### config.mk
export PLATFORM = sky130hd
export DESIGN_NAME = vmem_stage_flat
export DESIGN_NICKNAME = d
export VERILOG_FILES = /design/src/rtl/vmem_stage_if.sv /design/src/rtl/vmem_stage.sv /design/src/flat_wrapper.sv
export SDC_FILE = /design/constraint.sdc
export NUM_CORES = 1
export LEC_CHECK = 0
export ABC_AREA = 0
export ABC_CLOCK_PERIOD_IN_PS = 3810
export BUFFER_PORTS_ARGS = -buffer_cell sky130_fd_sc_hd__buf_4
export CORE_AREA = 5 5 242 244
export DETAILED_ROUTE_END_ITERATION = 8
export DIE_AREA = 0 0 247 249
export HOLD_SLACK_MARGIN = 0.12
export SLEW_MARGIN = 20
export SYNTH_ARGS = -nofsm -noshare
export SYNTH_HDL_FRONTEND = slang
export SYNTH_SLANG_ARGS = --single-unit
### constraint.sdc
create_clock -name clk -period 3.81 [get_ports clk]
set_input_delay 0.381 -clock clk [delete_from_list [all_inputs] [get_ports clk]]
set_output_delay 0.381 -clock clk [all_outputs]
set_load 0.05 [all_outputs]
### src/rtl/vmem_stage_if.sv
// vmem_stage_if: beat-level synchronous data-memory bus between the memory stage and data memory.
interface vmem_stage_if #(
  parameter int A = 32,
  parameter int N = 32
);
  logic         mem_req;
  logic         mem_we;
  logic [A-1:0] mem_addr;
  logic [N-1:0] mem_wdata;
  logic         mem_ack;
  logic [N-1:0] mem_rdata;
  modport master(output mem_req, mem_we, mem_addr, mem_wdata, input mem_ack, mem_rdata);
  modport slave(input mem_req, mem_we, mem_addr, mem_wdata, output mem_ack, mem_rdata);
endinterface

### src/rtl/vmem_stage.sv
// vmem_stage: memory-access stage turning scalar/vector loads and stores into N-bit bus beats.
module vmem_stage #(
  parameter int V = 128,
  parameter int N = 32,
  parameter int A = 32,
  parameter int M = 4
) (
  input  logic         clk,
  input  logic         rst,
  input  logic         memrd_E,
  input  logic         memwr_E,
  input  logic         vec_E,
  input  logic         regw_E,
  input  logic         regmem_E,
  input  logic [M-1:0] regScr_E,
  input  logic [V-1:0] ALUrslt_E,
  input  logic [V-1:0] wdata_E,
  input  logic         stall_W,
  output logic         stall_M,
  output logic         regw_M,
  output logic         regmem_M,
  output logic [M-1:0] regScr_M,
  output logic [V-1:0] ALUrslt_M,
  output logic [V-1:0] readdata_M,
  vmem_stage_if.master mem
);
  localparam int NB = V / N;
  localparam int BW = NB > 1 ? $clog2(NB) : 1;
  typedef enum logic [1:0] {IDLE, ACCESS, DONE} state_t;
  state_t state, state_n;
  logic [BW-1:0] beat, beat_n;
  logic op, last, load_ack;
  assign op = memrd_E | memwr_E;
  assign last = beat == (vec_E ? BW'(NB - 1) : BW'(0));
  assign load_ack = state == ACCESS && mem.mem_ack && memrd_E && !memwr_E;
  assign mem.mem_addr = {ALUrslt_E[A-1:2], 2'b00} + A'(beat) * A'(N / 8);
  assign mem.mem_wdata = wdata_E[N * beat +: N];
  assign regw_M = regw_E & ~stall_M;
  assign regmem_M = regmem_E;
  assign regScr_M = regScr_E;
  assign ALUrslt_M = ALUrslt_E;
  // While reset is held the stage looks idle and unstalled regardless of inputs.
  always_comb begin
    state_n = state;
    beat_n = beat;
    stall_M = rst & stall_W;
    mem.mem_req = 1'b0;
    mem.mem_we = 1'b0;
    if (rst)
      case (state)
        IDLE: begin
          state_n = op ? ACCESS : IDLE;
          beat_n = '0;
          stall_M = op | stall_W;
        end
        ACCESS: begin
          stall_M = 1'b1;
          mem.mem_req = 1'b1;
          mem.mem_we = memwr_E;
          state_n = mem.mem_ack && last ? DONE : ACCESS;
          beat_n = mem.mem_ack ? (last ? '0 : beat + 1'b1) : beat;
        end
        DONE: state_n = stall_W ? DONE : IDLE;
        default: state_n = IDLE;
      endcase
  end
  always_ff @(posedge clk)
    if (!rst) begin
      state <= IDLE;
      beat <= '0;
      readdata_M <= '0;
    end else begin
      state <= state_n;
      beat <= beat_n;
      if (load_ack && vec_E) readdata_M[N * beat +: N] <= mem.mem_rdata;
      else if (load_ack) readdata_M <= V'(mem.mem_rdata);
    end
endmodule

### src/flat_wrapper.sv
// flat-port wrapper written by rule: the top's interface ports become plain ports
module vmem_stage_flat 
#(
  parameter int V = 128,
  parameter int N = 32,
  parameter int A = 32,
  parameter int M = 4
)
  (clk, rst, memrd_E, memwr_E, vec_E, regw_E, regmem_E, regScr_E, ALUrslt_E, wdata_E, stall_W, stall_M, regw_M, regmem_M, regScr_M, ALUrslt_M, readdata_M, mem_mem_req, mem_mem_we, mem_mem_addr, mem_mem_wdata, mem_mem_ack, mem_mem_rdata);
  vmem_stage_if #(.A(A), .N(N)) mem_i ();
  input  logic clk;
  input  logic rst;
  input  logic memrd_E;
  input  logic memwr_E;
  input  logic vec_E;
  input  logic regw_E;
  input  logic regmem_E;
  input  logic [M-1:0] regScr_E;
  input  logic [V-1:0] ALUrslt_E;
  input  logic [V-1:0] wdata_E;
  input  logic stall_W;
  output logic stall_M;
  output logic regw_M;
  output logic regmem_M;
  output logic [M-1:0] regScr_M;
  output logic [V-1:0] ALUrslt_M;
  output logic [V-1:0] readdata_M;
  output wire logic [$bits(mem_i.mem_req)-1:0] mem_mem_req;
  output wire logic [$bits(mem_i.mem_we)-1:0] mem_mem_we;
  output wire logic [$bits(mem_i.mem_addr)-1:0] mem_mem_addr;
  output wire logic [$bits(mem_i.mem_wdata)-1:0] mem_mem_wdata;
  input wire logic [$bits(mem_i.mem_ack)-1:0] mem_mem_ack;
  input wire logic [$bits(mem_i.mem_rdata)-1:0] mem_mem_rdata;
  assign mem_mem_req = mem_i.mem_req;
  assign mem_mem_we = mem_i.mem_we;
  assign mem_mem_addr = mem_i.mem_addr;
  assign mem_mem_wdata = mem_i.mem_wdata;
  assign mem_i.mem_ack = mem_mem_ack;
  assign mem_i.mem_rdata = mem_mem_rdata;
  vmem_stage #(.V(V), .N(N), .A(A), .M(M)) u_core (.clk(clk), .rst(rst), .memrd_E(memrd_E), .memwr_E(memwr_E), .vec_E(vec_E), .regw_E(regw_E), .regmem_E(regmem_E), .regScr_E(regScr_E), .ALUrslt_E(ALUrslt_E), .wdata_E(wdata_E), .stall_W(stall_W), .stall_M(stall_M), .regw_M(regw_M), .regmem_M(regmem_M), .regScr_M(regScr_M), .ALUrslt_M(ALUrslt_M), .readdata_M(readdata_M), .mem(mem_i));
endmodule
# Word-level counts from Yosys, hierarchy flattened
# Index checks and enable logic that the tools add are counted.
# op_classes
addsub,3
multipliers,0
div,0
magnitude_cmp,0
n_eq_ne,4
shifts,3
mux,17
bitwise,5
reduce_logical,10
# op_table
op,n
two-way mux 128 bit,2
bitwise mux 128 bit,1
"variable shift 32 x 34 -> 128 bit, first input constant",1
variable part select 128 x 8 -> 32 bit,1
variable part select 32 x 34 -> 128 bit,1
negator 7 -> 34 bit,1
adder 32 x 4 -> 32 bit,1
two-way mux 2 bit,5
two-way mux 1 bit,6
case mux 2 bit (3 select lines),1
logical AND 1 bit,5
case mux 2 bit (2 select lines),1
nonzero test 2 bit,2
"adder 2 x 1 -> 2 bit, second input constant",1
AND 1 bit,2
"equality test 2 x 1 -> 1 bit, second input constant",1
equality test 2 bit,1
"equality test 2 bit, second input constant",1
zero test 2 bit,1
"inequality test 2 bit, second input constant",1
bitwise OR 1 bit,2
case mux 1 bit (2 select lines),1
AND reduction 2 bit,1
zero test 1 bit,1
NOT 1 bit,1
# totals
register_bits,132
latch_bits,0
mem_bits_rw,0
mem_bits_ro,0
in_bits,301
output_inout_bits,329
wordCells,45
memories,0

# Depth between registers and ports, before layout
# Gate-level depths: netlist (run 1).
# depth
ltp_word,6
depth_mapped,10

# Least setup slack after synthesis (run 1)
# OpenSTA, ideal clock, no wires.
# synth_timing
path_type,reg2out
from,register u_core.beat[0]
to,output mem_mem_addr[27]
t_arrival_ns,2.441
required_time_ns,3.429
setup_slack_ns,0.988
path_stages_with_launch,6
cell_sequence,dfxtp_1 > ha_1 > a21o_1 > nor4b_1 > nand4_1 > xnor2_1
# synth_via
elab_chain_cells,1
# synth_lines
element,line,source
"start, declared",vmem_stage.sv:31,"logic [BW-1:0] beat, beat_n;"
"start signal, assigned",vmem_stage.sv:74,beat <= beat_n;
adder 32 x 4 -> 32 bit,vmem_stage.sv:36,"assign mem.mem_addr = {ALUrslt_E[A-1:2], 2'b00} + A'(beat) * A'(N / 8);"
"end, declared",flat_wrapper.sv:30,output wire logic [$bits(mem_i.mem_addr)-1:0] mem_mem_addr;
# Every way passes these cells.

# Worst setup path after layout (run 1)
# layout_timing
from,register u_core.beat[0]
to,output mem_mem_addr[26]
# Same word-level chain as after synthesis.

==> flow_summary.toml, run 1 <==
[sta]
fmax_ghz = 0.3292
period_share_pct = 79.73
worst_pin_slew_ns = 1.084
relSlewSlack_pct = 27.16
fin_tns_setup_ns = 0
hold_viol = 0
hold-worst-slack_ns = 0.1748
slew_viol_final = 0
setup_viol = 0
rsz0062_at_grt = "no"
finClkSkew_ns = 0.009234
min_period_ns = 3.038

[yosys]
netlist_area_mm2 = 0.007000
yosys_warnings = 0
ys_seq_area_share_pct = 37.75
synth_cell_types = 46
syn_avg_cell_area_um2 = 10.42
synth_edf_count = 0
synth_cells = 672
yosysTopAreaCellShare_pct = 37.75
ys_ff_latch = 132
synth_most_common_cell = "buf_4"
ys_top_cells_by_area = "dfxtp_1 38%, buf_4 14%, mux4_2 10%"
yosysTopAreaCell = "dfxtp_1"
async_reset_ff_share_pct = 0
synth_flop_cell = "dfxtp_1"
synth_common_cells = "135 x buf_4, 132 x dfxtp_1, 68 x nor2b_1"

[placed_design]
placed_cell_area_mm2 = 0.01002
place.gp.congestion = 0.8502
portBuffers = 421
dp_hpwl_um = 27280

[critical_path]
slowest_stage = "dfxtp_2"
cpMostUsedCell = "buf_4"
crit_required_ns = 3.43
path_cells = "ha_1 > fa_1 > nand2_1 > nor4_2 > buf_4 > nand3_1 > xnor2_1 > buf_4"
crit_type = "reg2out"
arrival_ns = 2.66
worstSetupEndpointType = "primary output"
start_kind = "flip-flop"
cp_num_buf_inv = 2
max_stage_delay_ns = 0.49
crit_fanout = 13
cp_top_family = "adder cells"

[route]
drc = 0
first_pass_iters = 5
drtIter0Drc = 236
ant_nets = 0
wl_per_cell_um = 20.07
viasPerCell = 3.742
vias = 6429
wirelength_um = 34480

[pwr]
power_density_mw_per_mm2 = 355.6
ir_drop_uv = 311.0
power.leakage_nw = 4.408

[global_route]
use_met2_pct = 17.49
use_met3_pct = 3.594
grt_util_all_layers_pct = 10.59
antenna_found_initial = 4
grt-ovfl-total = 0
grt_max_degree = 65
grt_pass1_vias = 6666
grt_pass1_wl_um = 47700
top_usage_layer = "met2"
grtUsageMet1_pct = 12.33

[clocking]
root_buffer = "clkbuf_16"
numClockSinks = 132
cts_resized = 0
cts_setup_buffers = 0
cts.htree.levels = 4
path_clk_slew_ns = 0.06
cts_hold_buffers = 0
cts_inserted_buffers = 17
cts_tree = "yes"
clockBufferDepth = 2
clk-insertion-delay-late_ns = 0.45

[outcome]
status = "completed"

[cells_and_area]
finalInstanceArea_mm2 = 0.01061
fin_util_pct = 18.92
fin_nets = 1255
area_growth_pct = 51.55
drive_gt1_share_pct = 53.08

[hold_path]
hold_path_class = "in2reg"

[floorplan]
die_h_um = 249
start_util_pct = 12.49
ios = 630
dieWidth_um = 247
core_area_mm2 = 0.05606
std_cell_rows = 87
dieArea_mm2 = 0.06150

[run]
cap_violations = 0
state kept, by name (all words and copies together), names as in the netlist:
signal	count
u_core.beat	2
u_core.readdata_M	128
u_core.state	2
where the power goes:
part | internal, W | switching (W) | leakage, nW
Sequential | 0.00139 | 0.00000775 | 1.06
Combinational | 0.000286 | 0.000440 | 3.06
Clock | 0.000968 | 0.000682 | 0.281
cell families (layout without fill, tap and decap cells):
group	count (synthesis)	count (layout)	synth area share [%]
fa+ha+maj	8	8	1.537
xor+xnor	28	28	3.503
mux	32	32	10.29
compound gates	140	140	16.21
buf+inv	185	471	17.60
other cells	1	5	0.05357
flops	132	132	37.75
simple gates	146	146	13.05
path summary, 6_finish.rpt:
kind                                                          from                                 end  slack [ns]  cells past startpoint
worst min register to register  u_core.readdata_M[88]$_SDFFE_PN0P_  u_core.readdata_M[88]$_SDFFE_PN0P_        0.48                      1
worst max register to register         u_core.beat[1]$_SDFFE_PN0P_  u_core.readdata_M[76]$_SDFFE_PN0P_        1.34                      7
worst max-delay path                   u_core.beat[0]$_SDFFE_PN0P_                    mem_mem_addr[26]        0.77                      8
worst min-delay path                             mem_mem_rdata[11]  u_core.readdata_M[43]$_SDFFE_PN0P_        0.17                      2
layout by cell type, fill, tap and decap left out, types with 8 or more instances in the layout:
cell,instances
nand4_1,8
nand3_1,12
a22o_1,64
a22oi_1,64
clkbuf_16,17
nor2_1,9
xor2_1,12
buf_4,432
nand2_1,14
xnor2_1,16
nor2b_1,68
mux4_2,32
dfxtp_1,130
cell type report:
cell class / count / area (µm²)
inverter: 7 / 26.28
fill: 6169 / 45450
timing repair buffer: 432 / 3243
sequential: 132 / 2645
tap: 756 / 945.9
clock buffer: 18 / 429.2
multi-input combinational: 356 / 3161
antenna: 3 / 7.507
clock inverter: 14 / 151.4
per-layer routing:
layer / part of all wire, % / up-vias
met1: 40 / 3160
met3: 9.0 / 69
met2: 48 / 344
met5: 0 / -
met4: 2.8 / 0
li1: - / 2856
per-stage QoR:
step,instances,setup slack (ns),total power (W)
final,1718,0.7724,0.003772
after global routing,1718,0.5475,0.003931
after CTS,1715,0.7195,0.003848
after detailed placement,1683,1.234,0.002161
after global placement,1683,1.322,0.002155
after floorplan,673,0.9876,0.002117
Power figures use the tool's default switching activity.
==> run 2: changes to the inputs <==
--- a/config.mk
+++ b/config.mk
@@ -6,7 +6,7 @@
 export NUM_CORES = 1
 export LEC_CHECK = 0
 export ABC_AREA = 0
-export ABC_CLOCK_PERIOD_IN_PS = 3810
+export ABC_CLOCK_PERIOD_IN_PS = 2800
 export BUFFER_PORTS_ARGS = -buffer_cell sky130_fd_sc_hd__buf_4
 export CORE_AREA = 5 5 242 244
 export DETAILED_ROUTE_END_ITERATION = 8
==> constraint.sdc (replaced) <==
create_clock -name clk -period 2.8 [get_ports clk]
set_input_delay 0.28 -clock clk [delete_from_list [all_inputs] [get_ports clk]]
set_output_delay 0.28 -clock clk [all_outputs]
set_load 0.05 [all_outputs]
==> run 2 against run 1 <==
- global-route usage hardly changed
- hold slack better by 0.024 ns
- wire length is 1.1% higher
- sequential power is 36% higher
- first-iteration DRC count is 44% higher
- clock skew is 0.0033 ns higher
- register-to-register slack worse by 0.88 ns
- critical endpoint is now mem_mem_addr[27]
- setup slack worse by 0.55 ns
- sequential share of layout area is 0.86 points lower
==> flow_summary.toml, run 2 (synthesis results as in run 1) <==
[critical_path]
crit_fanout = 7
r2r_start = "u_core.beat[0]$_SDFFE_PN0P_"
critPathLaunch = "u_core.beat[1]$_SDFFE_PN0P_"
crit_type = "reg2out"
arrival_ns = 2.30
crit_required_ns = 2.52
start_kind = "flip-flop"
worstSetupEndpointType = "primary output"

[floorplan]
ios = 630
start_util_pct = 12.49
dieWidth_um = 247
core_area_mm2 = 0.05606
std_cell_rows = 87
dieArea_mm2 = 0.06150
die_h_um = 249

[route]
wirelength_um = 34840
ant_nets = 0
vias = 6509
drtIter0Drc = 339
wl_per_cell_um = 19.84
viasPerCell = 3.707
drc = 0
first_pass_iters = 4

[clocking]
root_buffer = "clkbuf_16"
clockBufferDepth = 2
clk-insertion-delay-late_ns = 0.45
cts_inserted_buffers = 17
cts_tree = "yes"
numClockSinks = 132
path_clk_slew_ns = 0.06
cts.htree.levels = 4

[global_route]
grt_util_all_layers_pct = 10.62
grt_max_degree = 61
grt_pass1_vias = 6791
grt_pass1_wl_um = 47640
grt-ovfl-total = 0
antenna_found_initial = 5

[cells_and_area]
num-fill-cells = 6188
largest_register_ffs = 128
layout_common_cells = "438 x buf_4, 130 x dfxtp_1, 68 x nor2b_1"
largest-register = "u_core.readdata_M"
top_regs = "u_core.readdata_M x128, u_core.beat x2, u_core.state x2"
finalInstanceArea_mm2 = 0.01100
area_growth_pct = 57.10
mostFrequentLayoutCell = "buf_4"
drive_gt1_share_pct = 52.15
final_cells = 1756
fin_nets = 1295

[sta]
fin_tns_setup_ns = 0
relSlewSlack_pct = 33.41
min_period_ns = 2.577
fmax_ghz = 0.3880
slew_viol_final = 0
finClkSkew_ns = 0.01253
hold_viol = 0
worst_pin_slew_ns = 0.9989
setup_viol = 0
rsz0062_at_grt = "no"
period_share_pct = 92.05

[placed_design]
placed_cell_area_mm2 = 0.01008
dp_cells = 1689
place.gp.congestion = 0.8458
portBuffers = 421
dp_hpwl_um = 28090

[pwr]
power_density_mw_per_mm2 = 466.9
totalPowerFinal_w = 0.005135
ir_drop_uv = 458.6
power.leakage_nw = 4.576

[run]
cap_violations = 0

[hold_path]
hold_path_class = "in2reg"
hold_start = "rst"

[outcome]
status = "completed"
## run 2: cell count changes in the layout (fill, tap and decap cells not counted), sizes merged
cell,previous run,this run
dlygate4sd3,0,32
buf,432,440
clkinv,6,4
clkinvlp,2,4
diode,3,1
inv,11,13
bufinv,2,1
clkbuf,18,17
## run 2: layout make-up
type	instances	area, µm²	share of cell area (%)
repair buffers	472	3640	33.09
multi-input cells	356	3168	28.81
flip-flops and latches	132	2648	24.07
well taps	756	945.9	8.601
clock buffers	17	425.4	3.868
clock inverters	15	142.6	1.297
inverters	7	26.28	0.2389
diodes	1	2.502	0.02275
## run 2: routing by layer
metal | GRT usage [%] | part of all wire, % | routed length (µm)
met5 | 0 | 0.077 | 27
met4 | 4.161 | 2.9 | 998
met3 | 3.433 | 8.6 | 2991
met2 | 18.06 | 48 | 16850
met1 | 12.35 | 40 | 13980
## run 2: critical path: stages, from the launching register on
cell and delay (ns):
dfxtp_2 0.37, ha_1 0.28, a21o_1 0.22, nor4b_1 0.26
buf_4 0.20, nand4_1 0.12, xnor2_1 0.18, buf_4 0.23
## run 2: final timing paths
check / to / depth (start not counted) / slack [ns]
worst max register to register: u_core.readdata_M[19]$_SDFFE_PN0P_ / 8 / 0.46
worst min-delay path: u_core.readdata_M[31]$_SDFFE_PN0P_ / 2 / 0.20
worst min register to register: u_core.readdata_M[31]$_SDFFE_PN0P_ / 2 / 0.47
worst max-delay path: mem_mem_addr[27] / 7 / 0.22
## run 2: timing repair
| item | 4_1_cts | 5_1_grt |
|---|---|---|
| buffers inserted | 0 | 2 |
| gates resized for setup | 2 | 3 |
| hold buffers | 32 | 0 |
| cloned | 0 | 0 |
| hold endpoints to repair | 98 | 0 |
| pin swaps | 0 | 2 |
| endpoints found under the setup margin | 11 | 9 |
## run 2: through the flow
step | hold slack, ns | utilization [%] | setup WS [ns]
after floorplan | 0.4055 | - | 0.07864
after global placement | 0.4600 | 17.98 | 0.5050
after detailed placement | 0.4602 | 17.98 | 0.3926
after CTS | 0.1614 | 19.57 | 0.005432
after global routing | 0.1793 | 19.61 | 0.0001146
final | 0.1991 | 19.62 | 0.2225
## run 2: power breakdown
group | switching (W) | internal (W) | leakage (nW)
Sequential | 0.00000902 | 0.00189 | 1.07
Combinational | 0.000616 | 0.000424 | 3.24
Clock | 0.000962 | 0.00124 | 0.269
Total | 0.00159 | 0.00355 | 4.58
==> run 3: changes to the inputs <==
--- a/config.mk
+++ b/config.mk
@@ -12,6 +12,7 @@
 export DETAILED_ROUTE_END_ITERATION = 8
 export DIE_AREA = 0 0 247 249
 export HOLD_SLACK_MARGIN = 0.12
+export MAX_ROUTING_LAYER = met4
 export SLEW_MARGIN = 20
 export SYNTH_ARGS = -nofsm -noshare
 export SYNTH_HDL_FRONTEND = slang
==> run 3 against run 2 <==
- clock skew increased by 0.0049 ns
- utilization about the same
- sequential share of layout area about the same
- non-clock buffer count unchanged
- wire length about the same
- via count increased by 0.51%
==> flow_summary.toml, run 3 (synthesis results as in run 1) <==
[clocking]
clk-insertion-delay-late_ns = 0.45
clockBufferDepth = 2
numClockSinks = 132
cts.htree.levels = 4
root_buffer = "clkbuf_16"
path_clk_slew_ns = 0.06
cts_tree = "yes"
cts_inserted_buffers = 17

[floorplan]
dieWidth_um = 247
dieArea_mm2 = 0.06150
start_util_pct = 12.49
ios = 630
die_h_um = 249
core_area_mm2 = 0.05606
std_cell_rows = 87

[sta]
relSlewSlack_pct = 36.30
fmax_ghz = 0.3884
fin_ws_ns = 0.2250
min_period_ns = 2.575
hold-worst-slack_ns = 0.2057
worst_pin_slew_ns = 0.9554
setup_viol = 0
fin_tns_setup_ns = 0
finClkSkew_ns = 0.01743
hold_viol = 0
period_share_pct = 91.96
slew_viol_final = 0

[critical_path]
crit_required_ns = 2.52
path_cells = "ha_2 > fa_2 > nand2_2 > nor4_2 > buf_4 > nand4_1 > xnor2_1 > buf_4"
max_stage_delay_ns = 0.37
slowest_stage = "dfxtp_4"
arrival_ns = 2.29
crit_fanout = 8
worstSetupEndpointType = "primary output"
start_kind = "flip-flop"
cpMostUsedCell = "buf_4"
crit_type = "reg2out"

[route]
vias = 6542
drtIter0Drc = 319
drc = 0
viasPerCell = 3.719
wirelength_um = 34860
first_pass_iters = 4
wl_per_cell_um = 19.82
ant_nets = 0

[run]
cap_violations = 0

[cells_and_area]
largest-register = "u_core.readdata_M"
drive_gt1_share_pct = 52.15
layout_common_cells = "438 x buf_4, 130 x dfxtp_1, 68 x nor2b_1"
fin_util_pct = 19.63
area_growth_pct = 57.21
fin_nets = 1295
top_regs = "u_core.readdata_M x128, u_core.beat x2, u_core.state x2"
largest_register_ffs = 128
mostFrequentLayoutCell = "buf_4"

[pwr]
totalPowerFinal_w = 0.005129
power_density_mw_per_mm2 = 466.0
power.leakage_nw = 4.576
ir_drop_uv = 460.4

[placed_design]
place.gp.congestion = 0.8591
dp_hpwl_um = 28090
portBuffers = 421
dp_slack_ns = 0.3926

[global_route]
grt_max_degree = 61
antenna_found_initial = 4
grt_pass1_wl_um = 47600
grt_pass1_vias = 6798
grt_util_all_layers_pct = 10.94
grt-ovfl-total = 0

[hold_path]
hold_path_class = "in2reg"

[outcome]
status = "completed"
## run 3: per-layer routing
| metal | routed length, µm | vias up | track usage (%) |
|---|---|---|---|
| met2 | 16950 | 353 | 18.06 |
| met3 | 2826 | 75 | 3.273 |
| li1 | - | 2929 | - |
| met1 | 14090 | 3185 | 12.49 |
| met5 | 0 | - | - |
| met4 | 982 | 0 | 4.161 |
## run 3: final timing paths
path                                                            to  slack [ns]                                from  cells after the start
worst min-delay path             u_core.readdata_M[1]$_SDFFE_PN0P_        0.21                                 rst                      2
worst min register to register  u_core.readdata_M[31]$_SDFFE_PN0P_        0.47  u_core.readdata_M[31]$_SDFFE_PN0P_                      2
worst max-delay path                              mem_mem_addr[30]        0.23         u_core.beat[0]$_SDFFE_PN0P_                      8
worst max register to register  u_core.readdata_M[15]$_SDFFE_PN0P_        0.45         u_core.beat[0]$_SDFFE_PN0P_                      8
## run 3: critical path: cells and delay by family, from the launching register on
kind,cells,cell delay (ns)
flip-flops,1,0.37
buffers and inverters,2,0.44
AND/OR/NAND/NOR,3,0.37
adder cells (fa/ha/maj),2,0.50
XOR/XNOR,1,0.18
## run 3: what timing repair did
action / in CTS / in global routing
pin swaps: 0 / 2
hold endpoints to repair: 98 / 0
endpoints found under the setup margin: 11 / 9
hold buffers: 32 / 0
resized for setup: 2 / 3
setup buffers: 0 / 2
## run 3: area by class of cell
class	count	area (µm²)
Clock inverter	15	142.6
Sequential cell	132	2648
Fill cell	6188	45050
Antenna cell	4	10.01
Tap cell	756	945.9
Timing Repair Buffer	472	3640
Inverter	7	26.28
Multi-Input combinational cell	356	3168
Clock buffer	17	425.4
## run 3: stage by stage
stage | instance area, µm² | instances
after global routing | 11000 | 1758
after CTS | 10970 | 1753
after floorplan | 7004 | 673
after detailed placement | 10080 | 1689
after global placement | 10080 | 1689
final | 11010 | 1759
## run 3: power by group
part           leakage [nW]  internal, W  switching (W)
Sequential             1.07      0.00189     0.00000896
Combinational          3.24     0.000424       0.000614
Clock                 0.269      0.00124       0.000957
